<file path="src/rtl/dispatch_sched_pkg.sv">
// Shared constants for the dispatch admission controller: opcode map, op classes, FSM codes.
// The optional stall counters in dispatch_sched are built only when DISPATCH_PERF_EN is defined.
package dispatch_sched_pkg;

    localparam int OP_W = 6;

    localparam logic [OP_W-1:0] OP_LUI   = 6'd1;
    localparam logic [OP_W-1:0] OP_AUIPC = 6'd2;
    localparam logic [OP_W-1:0] OP_JAL   = 6'd3;
    localparam logic [OP_W-1:0] OP_JALR  = 6'd4;
    localparam logic [OP_W-1:0] OP_BEQ   = 6'd5;
    localparam logic [OP_W-1:0] OP_BNE   = 6'd6;
    localparam logic [OP_W-1:0] OP_LB    = 6'd11;
    localparam logic [OP_W-1:0] OP_LH    = 6'd12;
    localparam logic [OP_W-1:0] OP_LW    = 6'd13;
    localparam logic [OP_W-1:0] OP_SB    = 6'd14;
    localparam logic [OP_W-1:0] OP_SH    = 6'd15;
    localparam logic [OP_W-1:0] OP_SW    = 6'd16;
    localparam logic [OP_W-1:0] OP_ADDI  = 6'd19;
    localparam logic [OP_W-1:0] OP_ADD   = 6'd30;

    typedef enum logic {
        CLS_RS = 1'b0,
        CLS_LS = 1'b1
    } op_class_t;

    localparam logic [0:0] ST_RUN   = 1'b0;
    localparam logic [0:0] ST_FLUSH = 1'b1;

    // Simultaneous allocate and release cancel out; a release at zero is ignored.
    function automatic int unsigned nextCount(input int unsigned cnt, input logic inc, input logic dec);
        if (inc && !dec)
            return cnt + 1;
        if (dec && !inc && cnt != 0)
            return cnt - 1;
        return cnt;
    endfunction

endpackage

</file>
<file path="src/rtl/dispatch_sched_op_class.sv">
// Combinational opcode classifier: loads and stores go to the SLB, everything else to the RS.
module dp_op_class
    import dispatch_sched_pkg::*;
(
    input  logic [OP_W-1:0] i_op,
    output logic            o_isLs
);

    op_class_t w_cls;

    always_comb begin
        w_cls = CLS_RS;
        if ((i_op >= OP_LB && i_op <= OP_LW) || (i_op >= OP_SB && i_op <= OP_SW))
            w_cls = CLS_LS;
    end

    assign o_isLs = (w_cls == CLS_LS);

endmodule

</file>
<file path="src/rtl/dispatch_sched.sv">
// Dispatch admission controller: ROB/RS/SLB credit tracking, ROB nick allocation, flush handling.
// Define DISPATCH_PERF_EN to add the saturating stall counters and their oPERF_* ports.
module dispatch_sched
    import dispatch_sched_pkg::*;
#(
    parameter int NICK_W    = 4,
    parameter int RS_DEPTH  = 16,
    parameter int SLB_DEPTH = 16
) (
    input  logic              clk,
    input  logic              rst,
    input  logic              rdy,
    input  logic              iDEC_en,
    input  logic [OP_W-1:0]   iDEC_op,
    output logic              oDP_rdy,
    output logic              oDP_fire,
    output logic              oDP_to_rs,
    output logic              oDP_to_slb,
    output logic              oROB_nick_en,
    output logic [NICK_W-1:0] oROB_nick,
`ifdef DISPATCH_PERF_EN
    output logic [31:0]       oPERF_stall_rob,
    output logic [31:0]       oPERF_stall_rs,
    output logic [31:0]       oPERF_stall_slb,
`endif
    input  logic              iRS_free,
    input  logic              iSLB_free,
    input  logic              iROB_commit,
    input  logic              iROB_clr
);

    localparam int RS_CW  = $clog2(RS_DEPTH + 1);
    localparam int SLB_CW = $clog2(SLB_DEPTH + 1);

    localparam logic [NICK_W-1:0] ROB_FULL  = '1;
    localparam logic [NICK_W-1:0] NICK_ONE  = NICK_W'(1);
    localparam logic [RS_CW-1:0]  RS_FULL   = RS_CW'(RS_DEPTH);
    localparam logic [SLB_CW-1:0] SLB_FULL  = SLB_CW'(SLB_DEPTH);

    logic [0:0]        r_state;
    logic [NICK_W-1:0] r_robCnt;
    logic [RS_CW-1:0]  r_rsCnt;
    logic [SLB_CW-1:0] r_slbCnt;
    logic [NICK_W-1:0] r_tail;

    logic w_isLs;
    logic w_unitOk;
    logic w_fire;

    dp_op_class u_opClass (
        .i_op   (iDEC_op),
        .o_isLs (w_isLs)
    );

    // Admission looks only at registered counts, so a release never grants in its own cycle.
    assign w_unitOk     = w_isLs ? (r_slbCnt < SLB_FULL) : (r_rsCnt < RS_FULL);
    assign oDP_rdy      = (r_state == ST_RUN) & ~iROB_clr & (r_robCnt < ROB_FULL) & w_unitOk;
    assign w_fire       = iDEC_en & oDP_rdy & rdy;
    assign oDP_fire     = w_fire;
    assign oDP_to_rs    = w_fire & ~w_isLs;
    assign oDP_to_slb   = w_fire & w_isLs;
    assign oROB_nick_en = w_fire;
    assign oROB_nick    = r_tail;

    always_ff @(posedge clk or posedge rst) begin
        if (rst) begin
            r_state  <= ST_RUN;
            r_robCnt <= '0;
            r_rsCnt  <= '0;
            r_slbCnt <= '0;
            r_tail   <= NICK_ONE;
        end else if (rdy) begin
            if (r_state == ST_FLUSH) begin
                r_state <= ST_RUN;
            end else if (iROB_clr) begin
                r_state  <= ST_FLUSH;
                r_robCnt <= '0;
                r_rsCnt  <= '0;
                r_slbCnt <= '0;
                r_tail   <= NICK_ONE;
            end else begin
                r_robCnt <= NICK_W'(nextCount(32'(r_robCnt), w_fire, iROB_commit));
                r_rsCnt  <= RS_CW'(nextCount(32'(r_rsCnt), w_fire & ~w_isLs, iRS_free));
                r_slbCnt <= SLB_CW'(nextCount(32'(r_slbCnt), w_fire & w_isLs, iSLB_free));
                // Nick 0 means "no dependency", so the tail skips it on wrap.
                if (w_fire)
                    r_tail <= (r_tail == ROB_FULL) ? NICK_ONE : r_tail + NICK_ONE;
            end
        end
    end

`ifdef DISPATCH_PERF_EN
    logic w_offer;

    assign w_offer = iDEC_en & rdy;

    // Stall counters survive flushes; only rst clears them.
    always_ff @(posedge clk or posedge rst) begin
        if (rst) begin
            oPERF_stall_rob <= '0;
            oPERF_stall_rs  <= '0;
            oPERF_stall_slb <= '0;
        end else begin
            if (w_offer && r_robCnt == ROB_FULL && oPERF_stall_rob != '1)
                oPERF_stall_rob <= oPERF_stall_rob + 32'd1;
            if (w_offer && !w_isLs && r_rsCnt == RS_FULL && oPERF_stall_rs != '1)
                oPERF_stall_rs <= oPERF_stall_rs + 32'd1;
            if (w_offer && w_isLs && r_slbCnt == SLB_FULL && oPERF_stall_slb != '1)
                oPERF_stall_slb <= oPERF_stall_slb + 32'd1;
        end
    end
`endif

endmodule

</file>
<file path="config.mk">
export PLATFORM = sky130hd
export DESIGN_NAME = dispatch_sched
export DESIGN_NICKNAME = d
export VERILOG_FILES = /design/src/rtl/dispatch_sched_pkg.sv /design/src/rtl/dispatch_sched_op_class.sv /design/src/rtl/dispatch_sched.sv
export SDC_FILE = /design/constraint.sdc
export NUM_CORES = 1
export LEC_CHECK = 0
export ABC_AREA = 0
export BUFFER_PORTS_ARGS = -buffer_cell sky130_fd_sc_hd__buf_2
export CORE_MARGIN = 5
export CORE_UTILIZATION = 40
export CTS_CLUSTER_DIAMETER = 50
export DETAILED_ROUTE_END_ITERATION = 12
export PLACE_DENSITY = 0.72
export SYNTH_ARGS = -nofsm -noshare
export SYNTH_HDL_FRONTEND = slang
export SYNTH_SLANG_ARGS = --single-unit
</file>
<file path="constraint.sdc">
create_clock -name clk -period 2.24 [get_ports clk]
set_clock_uncertainty 0.05 [all_clocks]
set_input_delay 0.448 -clock clk [delete_from_list [all_inputs] [get_ports clk]]
set_output_delay 0.448 -clock clk [all_outputs]
set_load 0.005 [all_outputs]
</file>
Yosys cells after proc, flatten, opt, wreduce, memory -nomap -nowiden --
Cells that the tools add are included.
Cells by class: add/sub/neg operators 7, magnitude comparators 7, equality and inequality tests 1, multiplexer cells 49, bitwise logic cells 10, reduce and logical (&&, ||, !) cells 29
Operators with widths (count):
- 2-to-1 mux 5 bit | 10
- 2-to-1 mux 4 bit | 8
- 2-to-1 mux 1 bit | 31
- greater-or-equal comparator 6 x 4 -> 1 bit (second input constant) | 2
- AND reduction 3 bit | 4
- logical AND 1 bit | 11
- adder 5 x 1 -> 5 bit (second input constant) | 2
- < comparator 5 bit (second input constant) | 2
- nonzero test 5 bit | 2
- subtractor 5 x 1 -> 5 bit (second input constant) | 2
- nonzero test 3 bit | 3
- adder 4 x 1 -> 4 bit (second input constant) | 2
- AND 1 bit | 7
- <= comparator 6 x 4 -> 1 bit (second input constant) | 1
- <= comparator 6 x 5 -> 1 bit (second input constant) | 1
- logical NOT 1 bit | 6
- equality test 4 bit (second input constant) | 1
- < comparator 4 bit (second input constant) | 1
- nonzero test 4 bit | 1
- subtractor 4 x 1 -> 4 bit (second input constant) | 1
- inverter 1 bit | 3
- nonzero test 2 bit | 1
- logical OR 1 bit | 1
Storage, ports and cells: register bits after elaboration 19, input bits 14, output and inout bits 9, logic and storage cells 108

Longest topological paths before layout --
Gate-level depths: netlist of the first run.
word-level depth 21, mapped depth 8

Modules after synthesis --
A second synthesis of the first run with hierarchy kept.
Second synthesis, totals: cell total of the unflattened synthesis 165, area, all modules 1521.5 sq um
Modules (own cells, without submodules):
- dispatch_sched | instances 1, cells each 161, area each 1481.4 sq um, sequential area each 476.7 sq um
- dp_op_class | instances 1, cells each 4, area each 40.0 sq um, sequential area each 0.0 sq um

Worst setup path after synthesis of the first run --
Ideal clock, no wire load.
kind flip-flop to flip-flop, start point register r_slbCnt[0], end point register r_slbCnt[3], library setup time 0.078 ns, arrival 2.100 ns, required time 2.112 ns, slack 0.012 ns, cell stages (with the launch flop) 9, period minus slack after synthesis 2.228 ns, cell sequence dfrtp_1 inv_1 ha_1 or3b_2 and3_1 a32o_1 a211oi_1 o21ai_0 a21oi_1
Between the ends: longest elaborated chain between the ends 16
Ends and longest elaborated chain:
- from (decl) | line dispatch_sched.sv:43 | logic [SLB_CW-1:0] r_slbCnt;
- from (signal assigned) | line dispatch_sched.sv:84 | r_slbCnt <= SLB_CW'(nextCount(32'(r_slbCnt), w_fire & w_isLs, iSLB_free));
- < comparator 5 bit | line dispatch_sched.sv:56 | assign w_unitOk = w_isLs ? (r_slbCnt < SLB_FULL) : (r_rsCnt < RS_FULL);
- 2-to-1 mux 1 bit | line dispatch_sched.sv:56
- AND 1 bit | line dispatch_sched.sv:57 | assign oDP_rdy = (r_state == ST_RUN) & ~iROB_clr & (r_robCnt < ROB_FULL) & w_unitOk;
- AND 1 bit (2 in series) | line dispatch_sched.sv:58 | assign w_fire = iDEC_en & oDP_rdy & rdy;
- AND 1 bit | line dispatch_sched.sv:84
- logical NOT 1 bit | line dispatch_sched_pkg.sv:34 | if (dec && !inc && cnt != 0)
- logical AND 1 bit (2 in series) | line dispatch_sched_pkg.sv:34
- 2-to-1 mux 1 bit (2 in series) | line dispatch_sched_pkg.sv:34
- 2-to-1 mux 1 bit | line dispatch_sched.sv:75 | end else if (iROB_clr) begin
- 2-to-1 mux 1 bit | line dispatch_sched.sv:73 | if (r_state == ST_FLUSH) begin
- 2-to-1 mux 1 bit | line dispatch_sched.sv:72 | end else if (rdy) begin
- nonzero test 3 bit (no line)
- AND reduction 3 bit (no line)
Parallel ways exist; a longest one is shown, timed or not. The select of a mux whose other input is x is not followed. A chain may end at the register's enable or synchronous reset.

Worst setup path after layout of the first run --
start point register r_robCnt[0], end point register r_rsCnt[2]
Between the ends: longest elaborated chain between the ends 16
Ends and longest elaborated chain:
- from (decl) | line dispatch_sched.sv:41 | logic [NICK_W-1:0] r_robCnt;
- from (signal assigned) | line dispatch_sched.sv:82 | r_robCnt <= NICK_W'(nextCount(32'(r_robCnt), w_fire, iROB_commit));
- < comparator 4 bit (*) | line dispatch_sched.sv:57
- AND 1 bit (*) (2 in series) | line dispatch_sched.sv:57
- AND 1 bit (*) (2 in series) | line dispatch_sched.sv:58
- AND 1 bit (*) | line dispatch_sched.sv:83 | r_rsCnt <= RS_CW'(nextCount(32'(r_rsCnt), w_fire & ~w_isLs, iRS_free));
- logical NOT 1 bit | line dispatch_sched_pkg.sv:34
- logical AND 1 bit (2 in series) | line dispatch_sched_pkg.sv:34
- 2-to-1 mux 1 bit (2 in series) | line dispatch_sched_pkg.sv:34
- 2-to-1 mux 1 bit | line dispatch_sched.sv:75
- 2-to-1 mux 1 bit | line dispatch_sched.sv:73
- 2-to-1 mux 1 bit | line dispatch_sched.sv:72
- nonzero test 3 bit (no line)
- AND reduction 3 bit (no line)
- to (signal assigned) | line dispatch_sched.sv:83
- to (decl) | line dispatch_sched.sv:42 | logic [RS_CW-1:0] r_rsCnt;
Every way passes the cells marked *; elsewhere a longest branch is shown, timed or not. The select of a mux whose other input is x is not followed.

==> summary.md, run 1 <==
| Metric | Value |
|---|---|
| Status | `finished, final reports clean` |
| CTS tree | `built` |
| Max Transition Viols Final | `0` |
| Final period util | `97.0%` |
| FMAX | `460 MHz` |
| Largest net degree at the start of global routing | `20` |
| Rows | `21` |
| Vias in the first global route | `1,357` |
| Post-route ant nets | `0` |
| Hold slack | `0.184 ns` |
| H-Tree Depth | `1` |
| Drt drc | `0` |
| Count of final hold-check violations | `0` |
| Setup crit start | `r_robCnt[0]$_DFFE_PP0P_` |
| Sum of negative setup slack | `0 ns` |
| Starting density of the core | `42.1%` |
| Area delta synth->final | `28.6%` |
| CP required | `2.39 ns` |
| Headroom to the max-slew limit | `51.6%` |
| Yosys top cell area share | `31.4%` |
| Ant diodes | `0` |
| Drt initial violations | `20` |
| Cell breakdown of the critical path | `ha_2, nand3_4, nand4_4, buf_4, nor4_4, buf_4, mux2i_1, nor3_1, a211o_1` |
| Via count | `1,308` |
| GPL Wtd Cong | `0.880` |
| Post-Synth XOR/XNOR Area | `2.44%` |
| Synthesized area per cell | `9.58 µm²` |
| Pre-CTS setup slack | `-0.177 ns` |
| Largest family of logic cells by synthesized area | `simple AND/OR/NAND/NOR gates` |
| Top cells by area, synth | `dfrtp_1 (31%), ha_1 (6.1%), mux2i_1 (4.2%), inv_1 (3.1%), nor4_4 (3.0%)` |
| Post-synthesis mux area share | `4.97%` |
| Die ar. | `4890 µm²` |
| Total length of routed wires | `3590 µm` |
| Post-synth top area cell | `dfrtp_1` |
| R2R Setup Slk | `0.07 ns` |
| Global-route wire length before repair | `6130 µm` |
| Die X-Extent | `69.9 µm` |
| Share of layout cells above drive strength 1 | `39.0%` |
| Max Cap Viol | `0` |
| Top-level I/O count | `23` |
| PwrDens | `827 nW/µm²` |
| End of the critical path | `r_rsCnt[2]$_DFFE_PP0P_` |
| Synthesized netlist cell count | `150` |
| Fin worst setup slack | `0.0678 ns` |
| Adder-cell share of the synthesized area | `6.10%` |
| Yosys reg bits | `19` |
| Routed vias/inst | `5.43` |
| Hpwl dp | `2850 µm` |
| Clock Sinks | `19` |
| Initial antenna violation count | `0` |
| R2R Path Start | `r_robCnt[0]$_DFFE_PP0P_` |
| Syn_nets | `171` |
| Clock Tree Buf Depth | `2` |
| CTS clk-pin slew, worst paths | `0.11 ns` |
| Crit-path max FO | `5` |
| EDFF count, synth | `0` |
| RSZ-0062 raised after global routing | `yes` |
| Clock root buffer | `clkbuf_4` |
| Slowest cell on the critical path | `dfrtp_1` |
| Grt total ovfl | `0` |
| Distinct cells, synth | `51` |
| Hold Path Class | `input port to async pin` |
| FF-to-FF path depth | `9` |
| Drt wl/cell | `14.9 µm` |
| Worst VDD drop | `0.485 mV` |
| Tmin final | `2.17 ns` |
| Post-Synth Simple-Gate Area | `24.1%` |
| Most frequent CP cell | `buf_4` |
| Setup violators final | `0` |
| Worst-skew pair later-pin latency | `0.31 ns` |
| CTS Buf Count | `3` |
| Critical path arrival | `2.32 ns` |
| Hold Buf Count CTS | `0` |
| Final core utilization | `54.1%` |
| Post-synthesis compound-gate area fraction | `24.1%` |
| Port Buffer Count | `22` |
| Static leakage | `0.864 nW` |
| Crit. End Element | `register` |
| Fill cells | `322` |
| Nature of the critical path startpoint | `register` |
| Tot GR Track Use | `15.3%` |
| FF-to-FF End | `r_rsCnt[2]$_DFFE_PP0P_` |
| CP max stage delay | `0.40 ns` |
| Asr flop ratio synth | `100%` |
| Kind of critical path | `register to register` |
| Final nets | `217` |
| Post-Syn Area | `1440 µm²` |
| First drt pass iteration count | `4` |
| Post-synthesis sequential area ratio | `33.2%` |
| Main synth FF type | `dfrtp_1` |
| Actual slew at the worst max-slew pin | `0.726 ns` |
| CORE AREA | `3420 µm²` |
| Syn. warnings | `0` |
| Die H | `69.9 µm` |
[cell type report]
type | instances | area (µm²) | area share, %
inverters | 13 | 51.3 | 2.78
clock inverters | 1 | 5.00 | 0.271
multi-input cells | 113 | 940 | 50.9
clock buffers | 3 | 22.5 | 1.22
well taps | 46 | 57.6 | 3.12
flip-flops and latches | 19 | 477 | 25.8
repair buffers | 46 | 294 | 15.9
[cells by family after synthesis]
family                   after synthesis
AND/OR/NAND/NOR                       51
flip-flops                            19
adder cells (fa/ha/maj)                7
buffers and inverters                 18
XOR/XNOR                               4
AO/OA/AOI/OAI                         44
multiplexers                           7
[worst min path at each step]
stage               cells after the start                startpoint                       end
CTS                                     2                       rst   r_robCnt[3]$_DFFE_PP0P_
finish                                  2                       rst   r_robCnt[3]$_DFFE_PP0P_
global placement                        1  oROB_nick[3]$_DFFE_PP0P_  oROB_nick[3]$_DFFE_PP0P_
detailed placement                      1  oROB_nick[3]$_DFFE_PP0P_  oROB_nick[3]$_DFFE_PP0P_
floorplan                               1                       rst  oROB_nick[1]$_DFFE_PP0P_
global route                            2                       rst       r_state$_DFFE_PP0P_
[state kept, by name (all words and copies together) (netlist names)]
name       cells
oROB_nick      4
r_robCnt       4
r_rsCnt        5
r_slbCnt       5
r_state        1
[cell usage in the layout (no fill, tap or decap), types with 5 or more instances in the layout]
master	n
inv_1	11
mux2i_1	6
ha_1	5
buf_4	23
o21ai_0	7
dfrtp_1	18
buf_2	22
a21oi_1	5
nand3_1	7
nand2_1	8
nor3_1	5
nor2_1	7
[routing by layer]
| layer | vias up | routed length, µm | global-route usage, % |
|---|---|---|---|
| met5 | - | 0 | 0 |
| met4 | 0 | 32 | 4.04 |
| met3 | 6 | 95 | 3.30 |
| met2 | 12 | 2010 | 29.7 |
| met1 | 643 | 1460 | 16.5 |
| li1 | 647 | - | - |
[stage by stage]
| stage | instance area, µm² | std cells | power (mW) |
|---|---|---|---|
| after detailed placement | 1730 | 233 | 1.28 |
| after global placement | 1730 | 233 | 1.21 |
| after floorplan | 1440 | 150 | 1.03 |
| after CTS | 1790 | 238 | 1.49 |
| final | 1850 | 241 | 1.53 |
| after global routing | 1850 | 241 | 1.66 |
[cell usage after synthesis, drive strengths merged (4+ instances only)]
master / number
a21oi: 6
nand2: 8
dfrtp: 18
o21ai: 9
a211o: 4
nor3b: 5
nor2: 8
nor3: 5
or3: 4
mux2i: 6
inv: 13
nand3: 8
ha: 7
and3: 5
[report_power, final]
group,internal [mW],total (mW),switching [mW]
combinational,0.407,0.782,0.375
clock,0.0669,0.181,0.114
sequential,0.448,0.564,0.116
[worst max-delay path: cells and delay by family (launching register included)]
family / cells / cell delay, ns
muxes: 1 / 0.23
AOI/OAI and AO/OA: 1 / 0.27
adders and majority gates: 1 / 0.21
DFF: 1 / 0.40
buffers and inverters: 2 / 0.39
and+or+nand+nor: 4 / 0.52
[timing repair]
item                                    4_1_cts  5_1_grt
endpoints found under the hold margin         0        0
pin swaps                                     3        5
buffers inserted                              1        4
endpoints found under the setup margin        8       13
gates resized for setup                       6        8
Power figures use the tool's default switching activity.
==> inputs of run 2 (changes only) <==
--- a/config.mk
+++ b/config.mk
@@ -11,7 +11,6 @@
 export CORE_UTILIZATION = 40
 export CTS_CLUSTER_DIAMETER = 50
 export DETAILED_ROUTE_END_ITERATION = 12
-export PLACE_DENSITY = 0.72
 export SYNTH_ARGS = -nofsm -noshare
 export SYNTH_HDL_FRONTEND = slang
 export SYNTH_SLANG_ARGS = --single-unit
==> constraint.sdc (replaced) <==
create_clock -name clk -period 2.8 [get_ports clk]
set_clock_uncertainty 0.05 [all_clocks]
set_input_delay 0.56 -clock clk [delete_from_list [all_inputs] [get_ports clk]]
set_output_delay 0.56 -clock clk [all_outputs]
set_load 0.005 [all_outputs]
==> run 2 against run 1 <==
Net effect: power is 28% lower; global-route usage is 1.9 points lower; via count is 5.2% lower; highest routed layer unchanged; critical endpoint is now oDP_fire; combinational power is 36% lower.
==> summary.md, run 2 (synthesis gave the netlist of run 1 again) <==
| Metric | Value |
|---|---|
| Slowest cell on the critical path | `dfrtp_1` |
| CTS clk-pin slew, worst paths | `0.12 ns` |
| Final period util | `96.1%` |
| Hpwl dp | `2510 µm` |
| CP required | `2.19 ns` |
| Vias in the first global route | `1,248` |
| M3 GR Usage | `1.87%` |
| Inst Count DP | `215` |
| Setup violators final | `0` |
| Count of final hold-check violations | `0` |
| Clock root buffer | `clkbuf_4` |
| Max Cap Viol | `0` |
| Pre-CTS setup slack | `0.161 ns` |
| Initial antenna violation count | `0` |
| Die ar. | `4890 µm²` |
| Final core utilization | `47.7%` |
| Nature of the critical path startpoint | `register` |
| Port Buffer Count | `22` |
| Most frequent cells in the layout | `buf_2 (22), dfrtp_1 (18), inv_1 (12), nand3_1 (8), nand2_1 (8)` |
| Worst-skew pair later-pin latency | `0.31 ns` |
| H-Tree Depth | `1` |
| R2R Path Start | `r_slbCnt[0]$_DFFE_PP0P_` |
| Top-level I/O count | `23` |
| Post-Layout Cell Count | `219` |
| Via count | `1,240` |
| Post-route ant nets | `0` |
| Worst VDD drop | `0.377 mV` |
| PwrDens | `679 nW/µm²` |
| Biggest registers after layout | `r_rsCnt x5, r_slbCnt x5` |
| Max Transition Viols Final | `0` |
| Headroom to the max-slew limit | `47.6%` |
| Global-route wire length before repair | `5500 µm` |
| Setup crit start | `r_robCnt[0]$_DFFE_PP0P_` |
| GRT Max-Usage Layer | `met2` |
| First drt pass iteration count | `4` |
| CP max stage delay | `0.43 ns` |
| Drt drc | `0` |
| Cell area after layout | `1630 µm²` |
| Cell breakdown of the critical path | `ha_1, nand3_1, nand4_4, a211o_2, inv_2, buf_2` |
| Worst path bufs/invs | `2` |
| FMAX | `372 MHz` |
| CTS tree | `built` |
| Static leakage | `0.751 nW` |
| Drt wl/cell | `14.6 µm` |
| Grt total ovfl | `0` |
| Critical path arrival | `2.08 ns` |
| Sum of negative setup slack | `0 ns` |
| RSZ-0062 raised after global routing | `no` |
| End of the critical path | `oDP_fire` |
| Cell Area, Placed | `1600 µm²` |
| FF-to-FF End | `r_slbCnt[3]$_DFFE_PP0P_` |
| Share of layout cells above drive strength 1 | `26.6%` |
| CTS Buf Count | `3` |
| CORE AREA | `3420 µm²` |
| Drt initial violations | `43` |
| Ant diodes | `0` |
| Setup bufs post-CTS | `0` |
| Status | `finished, final reports clean` |
| Met2 GRT Util | `25.6%` |
| Crit-path max FO | `10` |
| GPL Wtd Cong | `0.806` |
| Routed vias/inst | `5.66` |
| Die X-Extent | `69.9 µm` |
| Met1 track demand over resource | `15.3%` |
| Tmin final | `2.69 ns` |
| Hold slack | `0.325 ns` |
| Area delta synth->final | `13.3%` |
| Fin worst setup slack | `0.109 ns` |
| WP depth | `6` |
| Hold Path Class | `input port to async pin` |
| Tot GR Track Use | `13.4%` |
| Crit path max-delay family | `flip-flops` |
| Crit. End Element | `output pin` |
| FF-to-FF path depth | `8` |
| Total length of routed wires | `3190 µm` |
| Rows | `21` |
| Starting density of the core | `42.1%` |
| Largest net degree at the start of global routing | `20` |
| Clock Sinks | `19` |
| R2R Setup Slk | `0.32 ns` |
| Pwr Total | `1.10 mW` |
| Final nets | `195` |
| Clock Tree Buf Depth | `2` |
| Commonest non-fill, non-tap cell in the layout | `buf_2` |
| Kind of critical path | `register to output pin` |
| Actual slew at the worst max-slew pin | `0.786 ns` |
| Die H | `69.9 µm` |
run 2: repair_timing:
action / 4_1_cts / 5_1_grt
gates resized for setup: 0 / 1
hold buffers: 0 / 0
setup endpoints to repair: 0 / 1
run 2: how the worst min path moves through the flow:
stage	endpoint	slack (ns)	cells after the start
after floorplan	r_rsCnt[3]$_DFFE_PP0P_	0.44	1
after global placement	oROB_nick[3]$_DFFE_PP0P_	0.45	1
after detailed placement	oROB_nick[3]$_DFFE_PP0P_	0.45	1
after CTS	r_rsCnt[3]$_DFFE_PP0P_	0.35	2
after global routing	r_rsCnt[3]$_DFFE_PP0P_	0.40	2
final	r_rsCnt[4]$_DFFE_PP0P_	0.33	2
run 2: layout make-up:
cell class / count / area [µm²]
Clock inverter: 1 / 5.00
Inverter: 13 / 48.8
Fill cell: 332 / 1790
Clock buffer: 3 / 22.5
Multi-Input combinational cell: 113 / 892
Timing Repair Buffer: 24 / 125
Tap cell: 46 / 57.6
Sequential cell: 19 / 477
run 2: report_power, final:
part	internal, mW	leakage, nW	switching [mW]
logic	0.246	0.483	0.252
registers	0.358	0.250	0.103
clock network	0.0533	0.0177	0.0931
total	0.657	0.751	0.447
run 2: metal layers:
layer / vias up / part of all wire (%)
li1: 603 / -
met1: 617 / 41
met2: 16 / 55
met3: 4 / 2.5
met4: 0 / 1.1
met5: - / 0
run 2: worst register-to-register path, stage by stage (launching register included):
cell	delay, ns
dfrtp_1	0.44
inv_1	0.09
ha_1	0.18
or3b_2	0.49
and3_1	0.23
a32o_1	0.23
a211oi_2	0.34
o21ai_0	0.17
a21oi_1	0.17
==> inputs of run 3 (changes only) <==
--- a/config.mk
+++ b/config.mk
@@ -7,7 +7,6 @@
 export LEC_CHECK = 0
 export ABC_AREA = 0
 export BUFFER_PORTS_ARGS = -buffer_cell sky130_fd_sc_hd__buf_2
-export CORE_MARGIN = 5
 export CORE_UTILIZATION = 40
 export CTS_CLUSTER_DIAMETER = 50
 export DETAILED_ROUTE_END_ITERATION = 12
==> run 3 against run 2 <==
Net effect: wire length is 3.7% lower; power is 0.39% lower; hold slack better by 0.0026 ns; combinational power hardly changed; sequential power hardly changed; critical endpoint is now oROB_nick_en.
==> summary.md, run 3 (synthesis gave the netlist of run 1 again) <==
| Metric | Value |
|---|---|
| Crit path max-delay family | `compound AO/OA/AOI/OAI gates` |
| Final period util | `90.7%` |
| Setup violators final | `0` |
| Routed vias/inst | `5.46` |
| Cell Area, Placed | `1600 µm²` |
| Final core utilization | `48.7%` |
| Kind of critical path | `input port to output pin` |
| Worst path bufs/invs | `3` |
| End of the critical path | `oROB_nick_en` |
| FMAX | `394 MHz` |
| Actual slew at the worst max-slew pin | `0.779 ns` |
| Tot GR Track Use | `17.8%` |
| Share of layout cells above drive strength 1 | `27.8%` |
| Met3 WL | `105 µm` |
| Worst VDD drop | `0.242 mV` |
| Multi-input gate area | `892 µm²` |
| Biggest registers after layout | `r_rsCnt x5, r_slbCnt x5` |
| Critical path arrival | `1.93 ns` |
| FF-to-FF path depth | `8` |
| Max Transition Viols Final | `0` |
| RSZ-0062 raised after global routing | `no` |
| R2R Path Start | `r_slbCnt[0]$_DFFE_PP0P_` |
| Die ar. | `3830 µm²` |
| CTS Buf Count | `3` |
| Slowest cell on the critical path | `a221oi_1` |
| Total length of routed wires | `3070 µm` |
| Crit-path max FO | `10` |
| GPL Wtd Cong | `0.797` |
| R2R Setup Slk | `0.39 ns` |
| Die X-Extent | `61.9 µm` |
| Hpwl dp | `2360 µm` |
| Pwr Total | `1.10 mW` |
| CORE AREA | `3390 µm²` |
| Ant diodes | `0` |
| CTS tree | `built` |
| FF-to-FF End | `r_slbCnt[3]$_DFFE_PP0P_` |
| Hold Path Class | `input port to async pin` |
| Cell area after layout | `1650 µm²` |
| Vias in the first global route | `1,109` |
| Status | `finished, final reports clean` |
| Post-Route M1 WL | `1530 µm` |
| Most frequent cells in the layout | `buf_2 (22), dfrtp_1 (18), inv_1 (12), nand3_1 (8), nand2_1 (8)` |
| Hold Buf Count CTS | `0` |
| Rows | `21` |
| CTS clk-pin slew, worst paths | `0.11 ns` |
| First drt pass iteration count | `4` |
| Max Cap Viol | `0` |
| Commonest non-fill, non-tap cell in the layout | `buf_2` |
| Drt drc | `0` |
| Starting density of the core | `42.4%` |
| Fill cells | `325` |
| Inst Count DP | `215` |
| Hold slack | `0.328 ns` |
| Reg area | `477 µm²` |
| Clock Sinks | `19` |
| Pre-CTS setup slack | `0.241 ns` |
| Grt total ovfl | `0` |
| Post-route ant nets | `0` |
| Cell breakdown of the critical path | `buf_2, a21o_1, a221oi_1, a211o_2, inv_2, buf_2` |
| Clock Tree Buf Depth | `2` |
| Final nets | `198` |
| Area delta synth->final | `14.9%` |
| CP required | `2.19 ns` |
| CP max stage delay | `0.59 ns` |
| Post-Layout Cell Count | `222` |
| Port Buffer Count | `22` |
| Fin worst setup slack | `0.261 ns` |
| Count of final hold-check violations | `0` |
| Initial antenna violation count | `0` |
| Crit. End Element | `output pin` |
| Top-level I/O count | `23` |
| Metal2 WL | `1400 µm` |
| PwrDens | `667 nW/µm²` |
| Worst-skew pair later-pin latency | `0.30 ns` |
| Global-route wire length before repair | `5020 µm` |
| Static leakage | `0.764 nW` |
| Clock root buffer | `clkbuf_4` |
| Largest net degree at the start of global routing | `20` |
| Sum of negative setup slack | `0 ns` |
| WP depth | `6` |
| Uppermost layer routed | `met4` |
| Via count | `1,212` |
| Headroom to the max-slew limit | `48.0%` |
| Most frequent CP cell | `buf_2` |
| Drt initial violations | `49` |
| Tmin final | `2.54 ns` |
| Nature of the critical path startpoint | `input port` |
| Setup crit start | `iDEC_op[0]` |
| Die H | `61.9 µm` |
| H-Tree Depth | `1` |
| Drt wl/cell | `13.8 µm` |
run 3: how the worst min path moves through the flow:
stage                                         from                       end  slack (ns)  depth (start not counted)
final                                          rst    r_rsCnt[3]$_DFFE_PP0P_        0.33                          2
after CTS                                      rst   r_robCnt[0]$_DFFE_PP0P_        0.34                          2
after global routing                           rst  oROB_nick[1]$_DFFE_PP0P_        0.39                          2
after global placement    oROB_nick[3]$_DFFE_PP0P_  oROB_nick[3]$_DFFE_PP0P_        0.45                          1
after detailed placement  oROB_nick[3]$_DFFE_PP0P_  oROB_nick[3]$_DFFE_PP0P_        0.45                          1
after floorplan             r_rsCnt[3]$_DFFE_PP0P_    r_rsCnt[3]$_DFFE_PP0P_        0.44                          1
run 3: layout make-up:
cell class / count / share of cell area [%]
inverters: 13 / 2.96
flip-flops and latches: 19 / 28.9
clock buffers: 3 / 1.36
multi-input cells: 113 / 54.1
clock inverters: 1 / 0.303
repair buffers: 27 / 8.95
well taps: 46 / 3.49
run 3: layer usage:
| metal | track usage, % | up-vias |
|---|---|---|
| li1 | - | 608 |
| met1 | 25.8 | 578 |
| met2 | 27.5 | 22 |
| met3 | 2.07 | 4 |
| met4 | 5.71 | 0 |
| met5 | 0 | - |
run 3: repair_timing:
item / in CTS / in global routing
buffers inserted: 0 / 3
endpoints found under the setup margin: 0 / 4
resized for setup: 0 / 1
run 3: power by group:
part	total, mW	leakage [nW]	switching (mW)	internal [mW]
clock	0.146	0.0177	0.0923	0.0533
sequential	0.460	0.250	0.102	0.358
combinational	0.495	0.496	0.248	0.246
